<file path="src/rtl/dna_loader_if.sv">
// Handshake bundle for dna_loader: control, shared RAM bus and gene stream.
// The master side is the loader; the slave side is the surrounding system.
interface dna_loader_if #(
  parameter int unsigned NET_W = 4
);
  logic             start;
  logic [NET_W-1:0] netIndex;
  logic             busy;
  logic             done;
  logic [23:1]      ramBusAddr;
  logic [15:0]      ramBusDataOut;
  logic             ramLatch;
  logic             ramReady;
  logic             ramInstruction;
  logic [15:0]      geneData;
  logic [15:0]      geneIndex;
  logic             geneValid;
  logic             geneLast;
  logic             geneReady;

  modport master (
    input  start, netIndex, ramBusDataOut, ramReady, geneReady,
    output busy, done, ramBusAddr, ramLatch, ramInstruction,
           geneData, geneIndex, geneValid, geneLast
  );

  modport slave (
    output start, netIndex, ramBusDataOut, ramReady, geneReady,
    input  busy, done, ramBusAddr, ramLatch, ramInstruction,
           geneData, geneIndex, geneValid, geneLast
  );
endinterface

</file>
<file path="src/rtl/dna_loader.sv">
// Reads one network's genes back from RAM and streams them in order to the
// evaluator through a 2-entry FIFO, so RAM reads overlap consumer stalls.
module dna_loader #(
  parameter int unsigned OUTPUT_COUNT            = 1,
  parameter int unsigned NEURON_COUNT            = 2,
  parameter int unsigned CONNECTIONS             = 2,
  parameter int unsigned NETWORKS_PER_POPULATION = 16,
  parameter int unsigned NET_W                   = 4
) (
  input  logic          clk,
  input  logic          rst_n,
  dna_loader_if.master  bus
);
  localparam int unsigned GENES    = OUTPUT_COUNT + NEURON_COUNT * CONNECTIONS;
  localparam logic [15:0] GENES_W  = 16'(GENES);
  localparam logic [15:0] LAST_IDX = 16'(GENES - 1);

  if ((1 << NET_W) < NETWORKS_PER_POPULATION) begin : g_net_w_check
    $error("NET_W too narrow to address NETWORKS_PER_POPULATION networks");
  end

  typedef enum logic [2:0] {IDLE, ISSUE, WAIT_BUSY, WAIT_DATA, DRAIN} state_e;

  state_e      state_q, state_d;
  logic [22:0] base_q, base_d;
  logic [15:0] req_cnt_q, req_cnt_d;
  logic [15:0] push_idx_q, push_idx_d;
  logic [15:0] fifo_data_q [2];
  logic [15:0] fifo_data_d [2];
  logic [15:0] fifo_idx_q [2];
  logic [15:0] fifo_idx_d [2];
  logic        wr_ptr_q, wr_ptr_d;
  logic        rd_ptr_q, rd_ptr_d;
  logic [1:0]  occ_q, occ_d;
  logic        busy_q, busy_d;
  logic        done_q, done_d;
  logic        ram_latch_q, ram_latch_d;
  logic [22:0] ram_addr_q, ram_addr_d;
  logic [15:0] gene_data_q, gene_data_d;
  logic [15:0] gene_index_q, gene_index_d;
  logic        gene_valid_q, gene_valid_d;
  logic        gene_last_q, gene_last_d;
  logic        push, pop, accept;

  always_comb begin
    state_d      = state_q;
    base_d       = base_q;
    req_cnt_d    = req_cnt_q;
    push_idx_d   = push_idx_q;
    fifo_data_d  = fifo_data_q;
    fifo_idx_d   = fifo_idx_q;
    wr_ptr_d     = wr_ptr_q;
    rd_ptr_d     = rd_ptr_q;
    occ_d        = occ_q;
    busy_d       = busy_q;
    done_d       = 1'b0;
    ram_latch_d  = 1'b0;
    ram_addr_d   = ram_addr_q;
    gene_data_d  = gene_data_q;
    gene_index_d = gene_index_q;
    push         = 1'b0;
    accept       = 1'b0;
    pop          = gene_valid_q && bus.geneReady;

    case (state_q)
      // A start landing on the done cycle is dropped.
      IDLE: if (bus.start && !done_q) begin
        accept     = 1'b1;
        base_d     = 23'(bus.netIndex) * 23'(GENES) + 23'd1;
        req_cnt_d  = '0;
        push_idx_d = '0;
        busy_d     = 1'b1;
        state_d    = ISSUE;
      end
      // Only one read is ever outstanding, so a free slot now stays free.
      ISSUE: if (bus.ramReady && (req_cnt_q < GENES_W) && (occ_q != 2'd2)) begin
        ram_addr_d  = base_q + 23'(req_cnt_q);
        ram_latch_d = 1'b1;
        req_cnt_d   = req_cnt_q + 16'd1;
        state_d     = WAIT_BUSY;
      end
      WAIT_BUSY: if (!bus.ramReady) state_d = WAIT_DATA;
      WAIT_DATA: if (bus.ramReady) begin
        push    = 1'b1;
        state_d = (req_cnt_q < GENES_W) ? ISSUE : DRAIN;
      end
      DRAIN: ;
      default: state_d = IDLE;
    endcase

    if (push) begin
      fifo_data_d[wr_ptr_q] = bus.ramBusDataOut;
      fifo_idx_d[wr_ptr_q]  = push_idx_q;
      wr_ptr_d              = ~wr_ptr_q;
      push_idx_d            = push_idx_q + 16'd1;
    end
    if (pop) rd_ptr_d = ~rd_ptr_q;

    case ({push, pop})
      2'b10:   occ_d = occ_q + 2'd1;
      2'b01:   occ_d = occ_q - 2'd1;
      default: ;
    endcase

    if ((state_q == DRAIN) && (occ_d == 2'd0)) begin
      done_d  = 1'b1;
      busy_d  = 1'b0;
      state_d = IDLE;
    end

    // Gene outputs mirror the next FIFO head so they change with the flops.
    gene_valid_d = (occ_d != 2'd0);
    if (gene_valid_d) begin
      gene_data_d  = fifo_data_d[rd_ptr_d];
      gene_index_d = fifo_idx_d[rd_ptr_d];
    end else if (accept) begin
      gene_index_d = '0;
    end
    gene_last_d = gene_valid_d && (fifo_idx_d[rd_ptr_d] == LAST_IDX);
  end

  always_ff @(posedge clk or negedge rst_n) begin
    if (!rst_n) begin
      state_q      <= IDLE;
      base_q       <= '0;
      req_cnt_q    <= '0;
      push_idx_q   <= '0;
      fifo_data_q  <= '{default: '0};
      fifo_idx_q   <= '{default: '0};
      wr_ptr_q     <= 1'b0;
      rd_ptr_q     <= 1'b0;
      occ_q        <= '0;
      busy_q       <= 1'b0;
      done_q       <= 1'b0;
      ram_latch_q  <= 1'b0;
      ram_addr_q   <= '0;
      gene_data_q  <= '0;
      gene_index_q <= '0;
      gene_valid_q <= 1'b0;
      gene_last_q  <= 1'b0;
    end else begin
      state_q      <= state_d;
      base_q       <= base_d;
      req_cnt_q    <= req_cnt_d;
      push_idx_q   <= push_idx_d;
      fifo_data_q  <= fifo_data_d;
      fifo_idx_q   <= fifo_idx_d;
      wr_ptr_q     <= wr_ptr_d;
      rd_ptr_q     <= rd_ptr_d;
      occ_q        <= occ_d;
      busy_q       <= busy_d;
      done_q       <= done_d;
      ram_latch_q  <= ram_latch_d;
      ram_addr_q   <= ram_addr_d;
      gene_data_q  <= gene_data_d;
      gene_index_q <= gene_index_d;
      gene_valid_q <= gene_valid_d;
      gene_last_q  <= gene_last_d;
    end
  end

  assign bus.busy           = busy_q;
  assign bus.done           = done_q;
  assign bus.ramLatch       = ram_latch_q;
  assign bus.ramBusAddr     = ram_addr_q;
  assign bus.ramInstruction = 1'b0;
  assign bus.geneData       = gene_data_q;
  assign bus.geneIndex      = gene_index_q;
  assign bus.geneValid      = gene_valid_q;
  assign bus.geneLast       = gene_last_q;
endmodule

</file>
<file path="src/flat_wrapper.sv">
// flat-port wrapper written by rule: the top's interface ports become plain ports
module dna_loader_flat 
#(
  parameter int unsigned OUTPUT_COUNT            = 1,
  parameter int unsigned NEURON_COUNT            = 2,
  parameter int unsigned CONNECTIONS             = 2,
  parameter int unsigned NETWORKS_PER_POPULATION = 16,
  parameter int unsigned NET_W                   = 4
)
  (clk, rst_n, bus_start, bus_netIndex, bus_ramBusDataOut, bus_ramReady, bus_geneReady, bus_busy, bus_done, bus_ramBusAddr, bus_ramLatch, bus_ramInstruction, bus_geneData, bus_geneIndex, bus_geneValid, bus_geneLast);
  dna_loader_if #(.NET_W(NET_W)) bus_i ();
  input  logic clk;
  input  logic rst_n;
  input wire logic [$bits(bus_i.start)-1:0] bus_start;
  input wire logic [$bits(bus_i.netIndex)-1:0] bus_netIndex;
  input wire logic [$bits(bus_i.ramBusDataOut)-1:0] bus_ramBusDataOut;
  input wire logic [$bits(bus_i.ramReady)-1:0] bus_ramReady;
  input wire logic [$bits(bus_i.geneReady)-1:0] bus_geneReady;
  output wire logic [$bits(bus_i.busy)-1:0] bus_busy;
  output wire logic [$bits(bus_i.done)-1:0] bus_done;
  output wire logic [$bits(bus_i.ramBusAddr)-1:0] bus_ramBusAddr;
  output wire logic [$bits(bus_i.ramLatch)-1:0] bus_ramLatch;
  output wire logic [$bits(bus_i.ramInstruction)-1:0] bus_ramInstruction;
  output wire logic [$bits(bus_i.geneData)-1:0] bus_geneData;
  output wire logic [$bits(bus_i.geneIndex)-1:0] bus_geneIndex;
  output wire logic [$bits(bus_i.geneValid)-1:0] bus_geneValid;
  output wire logic [$bits(bus_i.geneLast)-1:0] bus_geneLast;
  assign bus_i.start = bus_start;
  assign bus_i.netIndex = bus_netIndex;
  assign bus_i.ramBusDataOut = bus_ramBusDataOut;
  assign bus_i.ramReady = bus_ramReady;
  assign bus_i.geneReady = bus_geneReady;
  assign bus_busy = bus_i.busy;
  assign bus_done = bus_i.done;
  assign bus_ramBusAddr = bus_i.ramBusAddr;
  assign bus_ramLatch = bus_i.ramLatch;
  assign bus_ramInstruction = bus_i.ramInstruction;
  assign bus_geneData = bus_i.geneData;
  assign bus_geneIndex = bus_i.geneIndex;
  assign bus_geneValid = bus_i.geneValid;
  assign bus_geneLast = bus_i.geneLast;
  dna_loader #(.OUTPUT_COUNT(OUTPUT_COUNT), .NEURON_COUNT(NEURON_COUNT), .CONNECTIONS(CONNECTIONS), .NETWORKS_PER_POPULATION(NETWORKS_PER_POPULATION), .NET_W(NET_W)) u_core (.clk(clk), .rst_n(rst_n), .bus(bus_i));
endmodule
</file>
<file path="config.mk">
export PLATFORM = sky130hd
export DESIGN_NAME = dna_loader_flat
export DESIGN_NICKNAME = d
export VERILOG_FILES = /design/src/rtl/dna_loader_if.sv /design/src/rtl/dna_loader.sv /design/src/flat_wrapper.sv
export SDC_FILE = /design/constraint.sdc
export NUM_CORES = 1
export LEC_CHECK = 0
export ABC_AREA = 1
export CAP_MARGIN = 15
export CORE_AREA = 5 5 124 126
export DETAILED_ROUTE_END_ITERATION = 10
export DIE_AREA = 0 0 129 131
export GPL_ROUTABILITY_DRIVEN = 0
export HOLD_SLACK_MARGIN = 0.12
export PLACE_DENSITY = 0.81
export SYNTH_ARGS = -nofsm -noshare
export SYNTH_HDL_FRONTEND = slang
export SYNTH_SLANG_ARGS = --single-unit
</file>
<file path="constraint.sdc">
create_clock -name clk -period 3.1 [get_ports clk]
set_input_delay 0.62 -clock clk [delete_from_list [all_inputs] [get_ports clk]]
set_output_delay 0.62 -clock clk [all_outputs]
set_load 0.005 [all_outputs]
</file>
---- After elaboration in Yosys (flattened, before gate mapping) ----
Cells that the tools add are included.
storage, ports and cells
  output and inout bits ................... 61
  flip-flop bits (word level) ............. 186
  bits of input ports ..................... 25
  word-level logic and storage cells ...... 110
cells by class
  bitwise operators ....................... 4
  add/sub/neg operators ................... 6
  eq/ne operators ......................... 15
  order comparisons ....................... 4
  reduce and logical (&&, ||, !) cells .... 23
  $mul .................................... 1
  mux-type cells .......................... 38
operator list
  cell                                                                            count
  16-bit two-way mux                                                              13
  32-bit bitwise mux                                                              2
  32-bit two-way mux                                                              2
  16-bit by 1-bit adder with 16-bit output (second input constant)                2
  16-bit case mux with 2 select lines                                             1
  23-bit by 16-bit adder with 23-bit output                                       1
  3-bit two-way mux                                                               6
  16-bit demux with 1-bit select                                                  1
  16-bit by 3-bit == test with 1-bit output (second input constant)               1
  16-bit by 3-bit less-than comparator with 1-bit output (second input constant)  1
  3-bit case mux with 5 select lines                                              1
  2-bit nonzero test                                                              7
  1-bit two-way mux                                                               11
  7-bit by 1-bit adder with 8-bit output (second input constant)                  1
  2-bit AND reduction                                                             4
  1-bit logical AND                                                               7
  4-bit by 3-bit multiplier with 7-bit output (second input constant)             1
  3-bit by 2-bit == test with 1-bit output (second input constant)                2
  3-bit by 1-bit inequality test with 1-bit output (second input constant)        2
  3-bit by 2-bit inequality test with 1-bit output (second input constant)        2
  5-bit AND reduction                                                             1
  2-bit >= comparator (second input constant)                                     2
  2-bit by 1-bit inequality test with 1-bit output (second input constant)        2
  2-bit inequality test (second input constant)                                   2
  other kinds (14)                                                                16

---- Depth between registers and ports, before layout ----
Gate-level depths: netlist of the first run.
  depth in word-level cells ............... 12
  gate-level depth with buffers ........... 17
  depth with buffers taken out ............ 14

---- Worst setup path after synthesis of the first run ----
Ideal clock, no wire load.
  path kind ............................... input-to-reg
  start ................................... input bus_ramReady
  end ..................................... register u_core.state_q[0]
  setup time .............................. 0.117 ns
  slack ................................... 0.475 ns
  data arrival time ....................... 2.508 ns
  buffers on the path ..................... 4
  cell stages on the path ................. 16
  data required time ...................... 2.983 ns
  cell sequence ........................... clkbuf_2 nand4_2 buf_2 buf_2 ha_1 inv_1 nand3_1 nand2_1 nand2_1 nor2_1 buf_2 nand2_1 o21ai_0 nand2_1 nand2_1 nand2_1
on the way
  word-level cells in the longest chain between the ends .. 8
  elaborated cells on any way between the ends .. 16
  classes of those cells .................. 7 x eq/ne; 4 x mux; 5 x reduce/logical
ends and longest elaborated chain
  item                                                                                       line                text
  start, declared                                                                            flat_wrapper.sv:17  input wire logic [$bits(bus_i.ramReady)-1:0] bus_ramReady;
  1-bit two-way mux *                                                                        dna_loader.sv:83    WAIT_DATA: if (bus.ramReady) begin
  1-bit two-way mux *                                                                        dna_loader.sv:65    case (state_q)
  2-bit by 1-bit == test with 1-bit output / 2-bit == test (equally long branches)           dna_loader.sv:99    case ({push, pop})
  2-bit case mux with 2 select lines *                                                       dna_loader.sv:99
  net u_core.occ_d[1]                                                                        dna_loader.sv:34    logic [1:0] occ_q, occ_d;
  2-bit logical NOT *                                                                        dna_loader.sv:105   if ((state_q == DRAIN) && (occ_d == 2'd0)) begin
  1-bit logical AND *                                                                        dna_loader.sv:105
  3-bit by 1-bit inequality test with 1-bit output (no source line) (tied with other cells)  n/a
  5-bit AND reduction (no source line)                                                       n/a
  end signal, assigned                                                                       dna_loader.sv:142   state_q <= state_d;
  end, declared                                                                              dna_loader.sv:24    state_e state_q, state_d;
Mark *: on every way through the listed nets, which the timed path passes. The rest lies on a longest branch.
A chain may end at the register's enable or synchronous reset.

---- Worst setup path in the final report of the first run ----
  start ................................... input bus_ramReady
  end ..................................... register u_core.gene_data_q[15] (netlist: u_core.bus.geneData[15])
on the way
  elaborated cells on any way between the ends .. 10
  classes of those cells .................. 2 x eq/ne; 7 x mux; 1 x reduce/logical
RTL lines
  item                                                                              line               text
  1-bit two-way mux *                                                               dna_loader.sv:83
  1-bit two-way mux *                                                               dna_loader.sv:65
  2-bit by 1-bit == test with 1-bit output / 2-bit == test (equally long branches)  dna_loader.sv:99
  2-bit case mux with 2 select lines *                                              dna_loader.sv:99
  net u_core.occ_d[1]                                                               dna_loader.sv:34
  2-bit nonzero test *                                                              dna_loader.sv:112  gene_valid_d = (occ_d != 2'd0);
  end signal, assigned                                                              dna_loader.sv:155  gene_data_q <= gene_data_d;
  end, declared                                                                     dna_loader.sv:39   logic [15:0] gene_data_q, gene_data_d;
Mark *: on every way through the listed nets, which the timed path passes. The rest lies on a longest branch. The select of a mux whose other input is x is not followed.

==> impl_metrics.json, run 1 <==
{
  "wl_um": 18300,
  "crit_path_start": "bus_ramReady",
  "synth.top_cells.by_count": "nand2_1, dfrtp_1, o21ai_0",
  "synth_compound_area_frac": 0.0958,
  "r2r-end": "u_core.bus.geneData[15]",
  "die_y_um": 131,
  "drive_gt1_frac": 0.0572,
  "grt_pass1_wl_um": 30400,
  "antenna_found_initial": 0,
  "path_max_fanout": 21,
  "clock-sinks": 164,
  "synth_edf_count": 0,
  "core_area_um2": 14200,
  "start_util": 0.541,
  "relSlewSlack": 0.541,
  "clockBufferDepth": 2,
  "htree_levels": 4,
  "synth_area_leaders": "dfrtp_1, nand2_1, o21ai_0",
  "yosysTopAreaCellShare": 0.534,
  "postSynthCellCount": 945,
  "fin_crit_ns": 2.50,
  "ctsResizeCount": 0,
  "status": "finished clean",
  "cts-buffers-inserted": 17,
  "hp-class": "in2async",
  "post_synth.cell_area_avg_um2": 8.13,
  "dieWidth_um": 129,
  "synth_fa_ha_area_frac": 0.0303,
  "root_buffer": "clkbuf_16",
  "yosysWarnings": 0,
  "p_per_area_nw_per_um2": 985,
  "synth_top_family_by_area": "simple AND/OR/NAND/NOR gates",
  "globalRouteOverflowTotal": 0,
  "maxCapViolations": 0,
  "cts_tree": "built",
  "port_buffers": 78,
  "postRouteAntennaNets": 0,
  "reg2reg_slack_ns": 0.72,
  "hold_violations": 0,
  "synth-xor-area-share": 0.0137,
  "rsz0062_at_grt": "false",
  "clock_latency_ns": 0.43,
  "synth_cell_types": 37,
  "regToRegStartpoint": "u_core.state_q[2]",
  "p_leak_uw": 0.00463,
  "seq_area_frac_synth": 0.534,
  "synthArstFlopShare": 1.00,
  "synth_mux_area_frac": 0.00130,
  "crit_type": "in2reg",
  "start_kind": "input pin",
  "mappedNetlistArea_um2": 7680,
  "fin_setup_tns_ns": 0,
  "worstMarginPinSlew_ns": 0.688,
  "n_antenna_cell": 0,
  "end_kind": "flip-flop",
  "drt_iter0_drc": 502,
  "nNetsFinal": 1062,
  "dpl.hpwl_um": 12000,
  "ys.flop_type": "dfrtp_1",
  "area_delta_synth_final_pct": 20.6,
  "synth.most_common_cell": "nand2_1",
  "synthSimpleGateAreaFrac": 0.257,
  "clkTransAtPathRegs_ns": 0.07,
  "ys_ff_latch": 164,
  "fillers": 1168,
  "drv_slew": 0,
  "synth.largest_area_cell": "dfrtp_1",
  "worstPathRequired_ns": 3.44,
  "ctsHoldBuffers": 0,
  "grt_pass1_vias": 6328,
  "finClkSkew_ns": 0.00765,
  "num_io_pins": 86,
  "post-route-period-util": 0.806,
  "die-area_um2": 16900,
  "track_usage": 0.227,
  "utilization": 0.652,
  "grt_max_degree": 69,
  "setup_viol": 0,
  "cts_setup_buffers": 0,
  "drt-wirelength-per-cell_um": 15.0,
  "first_pass_iters": 5,
  "drc_errors": 0,
  "crit_end": "u_core.bus.geneData[15]",
  "rows": 44,
  "viasPerCell": 5.38,
  "route.vias.total": 6532,
  "irDropWorstVdd_uv": 586,
  "critPathArrivalTime_ns": 2.83,
  "ff2ff_path_depth": 10,
  "max_freq_mhz": 400
}
## flip-flops by register name, summed over array words and instances (netlist names)
| signal | count |
|---|---|
| u_core.fifo_data_q | 32 |
| u_core.fifo_idx_q | 32 |
| u_core.bus.ramBusAddr | 17 |
| u_core.bus.geneData | 16 |
| u_core.bus.geneIndex | 16 |
| u_core.push_idx_q | 16 |
| u_core.req_cnt_q | 16 |
| u_core.base_q | 7 |
| u_core.state_q | 3 |
| u_core.occ_q | 2 |
| u_core.bus.busy | 1 |
| u_core.bus.done | 1 |
| u_core.bus.geneLast | 1 |
| u_core.bus.geneValid | 1 |
| u_core.bus.ramLatch | 1 |
| u_core.rd_ptr_q | 1 |
| u_core.wr_ptr_q | 1 |
## stage by stage
step	setup slack, ns	instances	cell area (um2)	hold slack [ns]	total power (uW)
2_1_floorplan	0.475	951	7700	0.324	5490
5_1_grt	0.441	1215	9260	0.230	9780
4_1_cts	0.624	1215	9260	0.203	9160
3_5_place_dp	0.200	1184	8650	0.455	6920
6_report	0.602	1215	9260	0.177	9130
3_3_place_gp	0.335	1184	8650	0.450	6750
## cells in the final DEF (no fill, tap or decap), types with 2 or more instances in the layout
cell | netlist | routed
nand2_1 | 337 | 337
dfrtp_1 | 164 | 164
o21ai_0 | 100 | 100
clkdlybuf4s50_1 | 0 | 77
inv_1 | 70 | 70
nand3_1 | 66 | 66
nor2_1 | 67 | 66
buf_4 | 9 | 18
ha_1 | 17 | 17
clkbuf_16 | 0 | 17
a21oi_1 | 16 | 16
o21ai_1 | 10 | 10
conb_1 | 1 | 7
o22ai_1 | 6 | 6
xnor2_1 | 6 | 6
nand4_1 | 6 | 6
nor3_1 | 5 | 5
xor2_1 | 6 | 5
clkinvlp_4 | 0 | 5
bufinv_16 | 0 | 4
nor2_2 | 2 | 3
o31ai_1 | 2 | 2
o211ai_1 | 2 | 2
clkinv_2 | 0 | 2
clkinv_4 | 0 | 2
buf_12 | 0 | 2
## layer usage
metal | global-route usage | routed length, um | up-vias
met1 | 0.299 | 8000 | 3121
met5 | 0 | 0 | -
li1 | - | - | 3158
met2 | 0.377 | 8730 | 223
met3 | 0.0447 | 1180 | 30
met4 | 0.0828 | 346 | 0
## power breakdown
group | leakage (uW) | switching (uW) | internal (uW)
Combinational | 0.00219 | 2320 | 1410
Sequential | 0.00216 | 376 | 2830
Clock | 0.000284 | 860 | 1340
Total | 0.00463 | 3550 | 5580
## how the worst min path moves through the flow
stage                             endpoint  slack (ns)  cells past startpoint
floorplan                 u_core.base_q[0]        0.32                      0
global placement    u_core.fifo_data_q[26]        0.45                      2
detailed placement  u_core.fifo_data_q[19]        0.46                      2
CTS                   u_core.req_cnt_q[10]        0.20                      1
global route          u_core.req_cnt_q[10]        0.23                      1
finish                u_core.req_cnt_q[10]        0.18                      1
## critical path: stages
cell	delay, ns
clkdlybuf4s50_1	0.50
nand4_2	0.12
ha_1	0.34
inv_1	0.08
nand4_1	0.09
nand2_1	0.10
nor2_2	0.06
inv_1	0.50
o21ai_0	0.20
o21ai_0	0.22
## layout make-up
cell class	instances	area, um2	area share
Clock buffer	18	429	0.0463
Clock inverter	13	185	0.0200
Inverter	70	263	0.0284
Multi-Input combinational cell	668	3090	0.334
Sequential cell	164	4100	0.443
Tap cell	184	230	0.0249
Timing Repair Buffer	98	957	0.103
## logic make-up (layout without fill, tap and decap cells)
group           count (synthesis)  in the layout
fa+ha+maj                      18             18
buf+inv                       119            199
mux                             1              1
xor+xnor                       12             12
simple gates                  489            489
other cells                     1              7
flops                         164            164
compound gates                141            141
(Power assumes the default switching activity.)
==> run 2: changes to the inputs <==
- CORE_AREA: 5 5 124 126 -> 5 5 129 131
- DIE_AREA: 0 0 129 131 -> 0 0 134 136
- PLACE_DENSITY: 0.81 -> 0.78
- clock period: 3.1 -> 2.2 ns (I/O delays scaled with it)
==> impl_metrics.json, run 2 (synthesis gave the netlist of run 1 again) <==
{
  "hp-start": "u_core.fifo_data_q[27]",
  "start_kind": "input pin",
  "final_cell_mix": "nand2_1, dfrtp_1, o21ai_0",
  "route.vias.total": 6785,
  "postRouteAntennaNets": 0,
  "crit_type": "in2reg",
  "seqCellArea_um2": 4100,
  "cp_cell_sequence": "clkdlybuf4s50_1 -> nand4_4 -> ha_4 -> inv_1 -> nand3_1 -> nand2_1 -> nand2_1 -> nor2_4 -> buf_4 -> nand3_1 -> o21ai_0",
  "globalRouteOverflowTotal": 0,
  "place_worst_setup_slack_ns": -0.239,
  "hp-class": "reg2reg",
  "worstMarginPinSlew_ns": 0.494,
  "clock-sinks": 164,
  "nNetsFinal": 1133,
  "critPathArrivalTime_ns": 2.30,
  "port_buffers": 78,
  "drive_gt1_frac": 0.122,
  "relSlewSlack": 0.668,
  "min_to": "u_core.fifo_data_q[27]",
  "max_freq_mhz": 510,
  "grt_pass1_wl_um": 31700,
  "wl_um": 19000,
  "dieWidth_um": 134,
  "fin_crit_ns": 1.96,
  "rows": 46,
  "n_antenna_cell": 0,
  "hold_violations": 0,
  "finClkSkew_ns": 0.00919,
  "post-route-period-util": 0.891,
  "area_delta_synth_final_pct": 28.8,
  "critPathSlowestCell": "clkdlybuf4s50_1",
  "irDropWorstVdd_uv": 789,
  "drt_iter0_drc": 487,
  "hold_depth": 2,
  "p_per_area_nw_per_um2": 1390,
  "die-area_um2": 18200,
  "clock_latency_ns": 0.43,
  "r2r-end": "u_core.bus.geneIndex[10]",
  "track_usage": 0.217,
  "cts-buffers-inserted": 17,
  "root_buffer": "clkbuf_16",
  "antenna_found_initial": 0,
  "fin_setup_tns_ns": 0,
  "setup_viol": 0,
  "grt_pass1_vias": 6635,
  "start_util": 0.496,
  "die_y_um": 136,
  "status": "finished clean",
  "fillers": 1260,
  "utilization": 0.639,
  "p_leak_uw": 0.00499,
  "multiInputGateArea_um2": 3130,
  "critPathMaxStageDelay_ns": 0.53,
  "grt_max_degree": 52,
  "first_pass_iters": 5,
  "path_max_fanout": 27,
  "htree_levels": 4,
  "end_kind": "flip-flop",
  "regToRegStartpoint": "u_core.state_q[1]",
  "drt-wirelength-per-cell_um": 14.6,
  "maxCapViolations": 0,
  "drv_slew": 0,
  "final_common_cell": "nand2_1",
  "cts_tree": "built",
  "worst_slack_ns": 0.239,
  "viasPerCell": 5.24,
  "clockBufferDepth": 2,
  "core_area_um2": 15500,
  "ff2ff_path_depth": 10,
  "dpl.hpwl_um": 12900,
  "reg2reg_slack_ns": 0.25,
  "worstPathRequired_ns": 2.54,
  "rsz0062_at_grt": "false",
  "drc_errors": 0,
  "num_io_pins": 86,
  "clkTransAtPathRegs_ns": 0.07
}
[run 2: critical path, delay by kind of cell]
| kind | cells | cell delay [ns] |
|---|---|---|
| buffers and inverters | 3 | 0.89 |
| AOI/OAI and AO/OA | 1 | 0.10 |
| and+or+nand+nor | 6 | 0.58 |
| adders and majority gates | 1 | 0.27 |
[run 2: report_power, final]
group | internal (uW) | total [uW] | switching (uW) | leakage, uW
sequential | 3980 | 4510 | 523 | 0.00216
clock | 1740 | 3050 | 1310 | 0.000294
combinational | 2780 | 6240 | 3470 | 0.00254
[run 2: metrics by stage]
step | instance area [um2] | hold slack, ns | std cells | total power [uW]
2_1_floorplan | 7750 | 0.144 | 951 | 7790
3_3_place_gp | 9280 | 0.422 | 1262 | 10500
3_5_place_dp | 9280 | 0.427 | 1262 | 10700
4_1_cts | 9890 | 0.475 | 1295 | 13900
5_1_grt | 9890 | 0.489 | 1295 | 14800
6_report | 9890 | 0.472 | 1295 | 13800
[run 2: worst max-delay path by stage]
stage | from | to | depth (start not counted)
floorplan | bus_ramReady | u_core.state_q[0] | 16
global placement | bus_ramReady | u_core.bus.geneIndex[3] | 10
detailed placement | bus_ramReady | u_core.bus.geneIndex[10] | 10
CTS | u_core.state_q[2] | u_core.bus.geneIndex[10] | 11
global route | u_core.state_q[2] | u_core.bus.geneData[2] | 12
finish | bus_ramReady | u_core.bus.geneIndex[10] | 11
[run 2: final cells by class]
| cell class | instances | share of cell area |
|---|---|---|
| Tap cell | 192 | 0.0243 |
| Sequential cell | 164 | 0.415 |
| Timing Repair Buffer | 169 | 0.157 |
| Clock buffer | 18 | 0.0444 |
| Clock inverter | 14 | 0.0168 |
| Inverter | 70 | 0.0266 |
| Multi-Input combinational cell | 668 | 0.316 |
[run 2: repair_timing]
| item | CTS | global route |
|---|---|---|
| resized for setup | 0 | 1 |
| hold buffers | 1 | 0 |
| endpoints found under the setup margin | 0 | 4 |
| buffers inserted | 0 | 0 |
| hold endpoints to repair | 47 | 0 |
[run 2: routing by layer]
metal,share of wire,GRT usage,up-vias
met3,0.054,0.0407,30
met1,0.45,0.286,3228
li1,-,-,3299
met4,0.020,0.0869,0
met2,0.48,0.357,228
met5,0,0,-
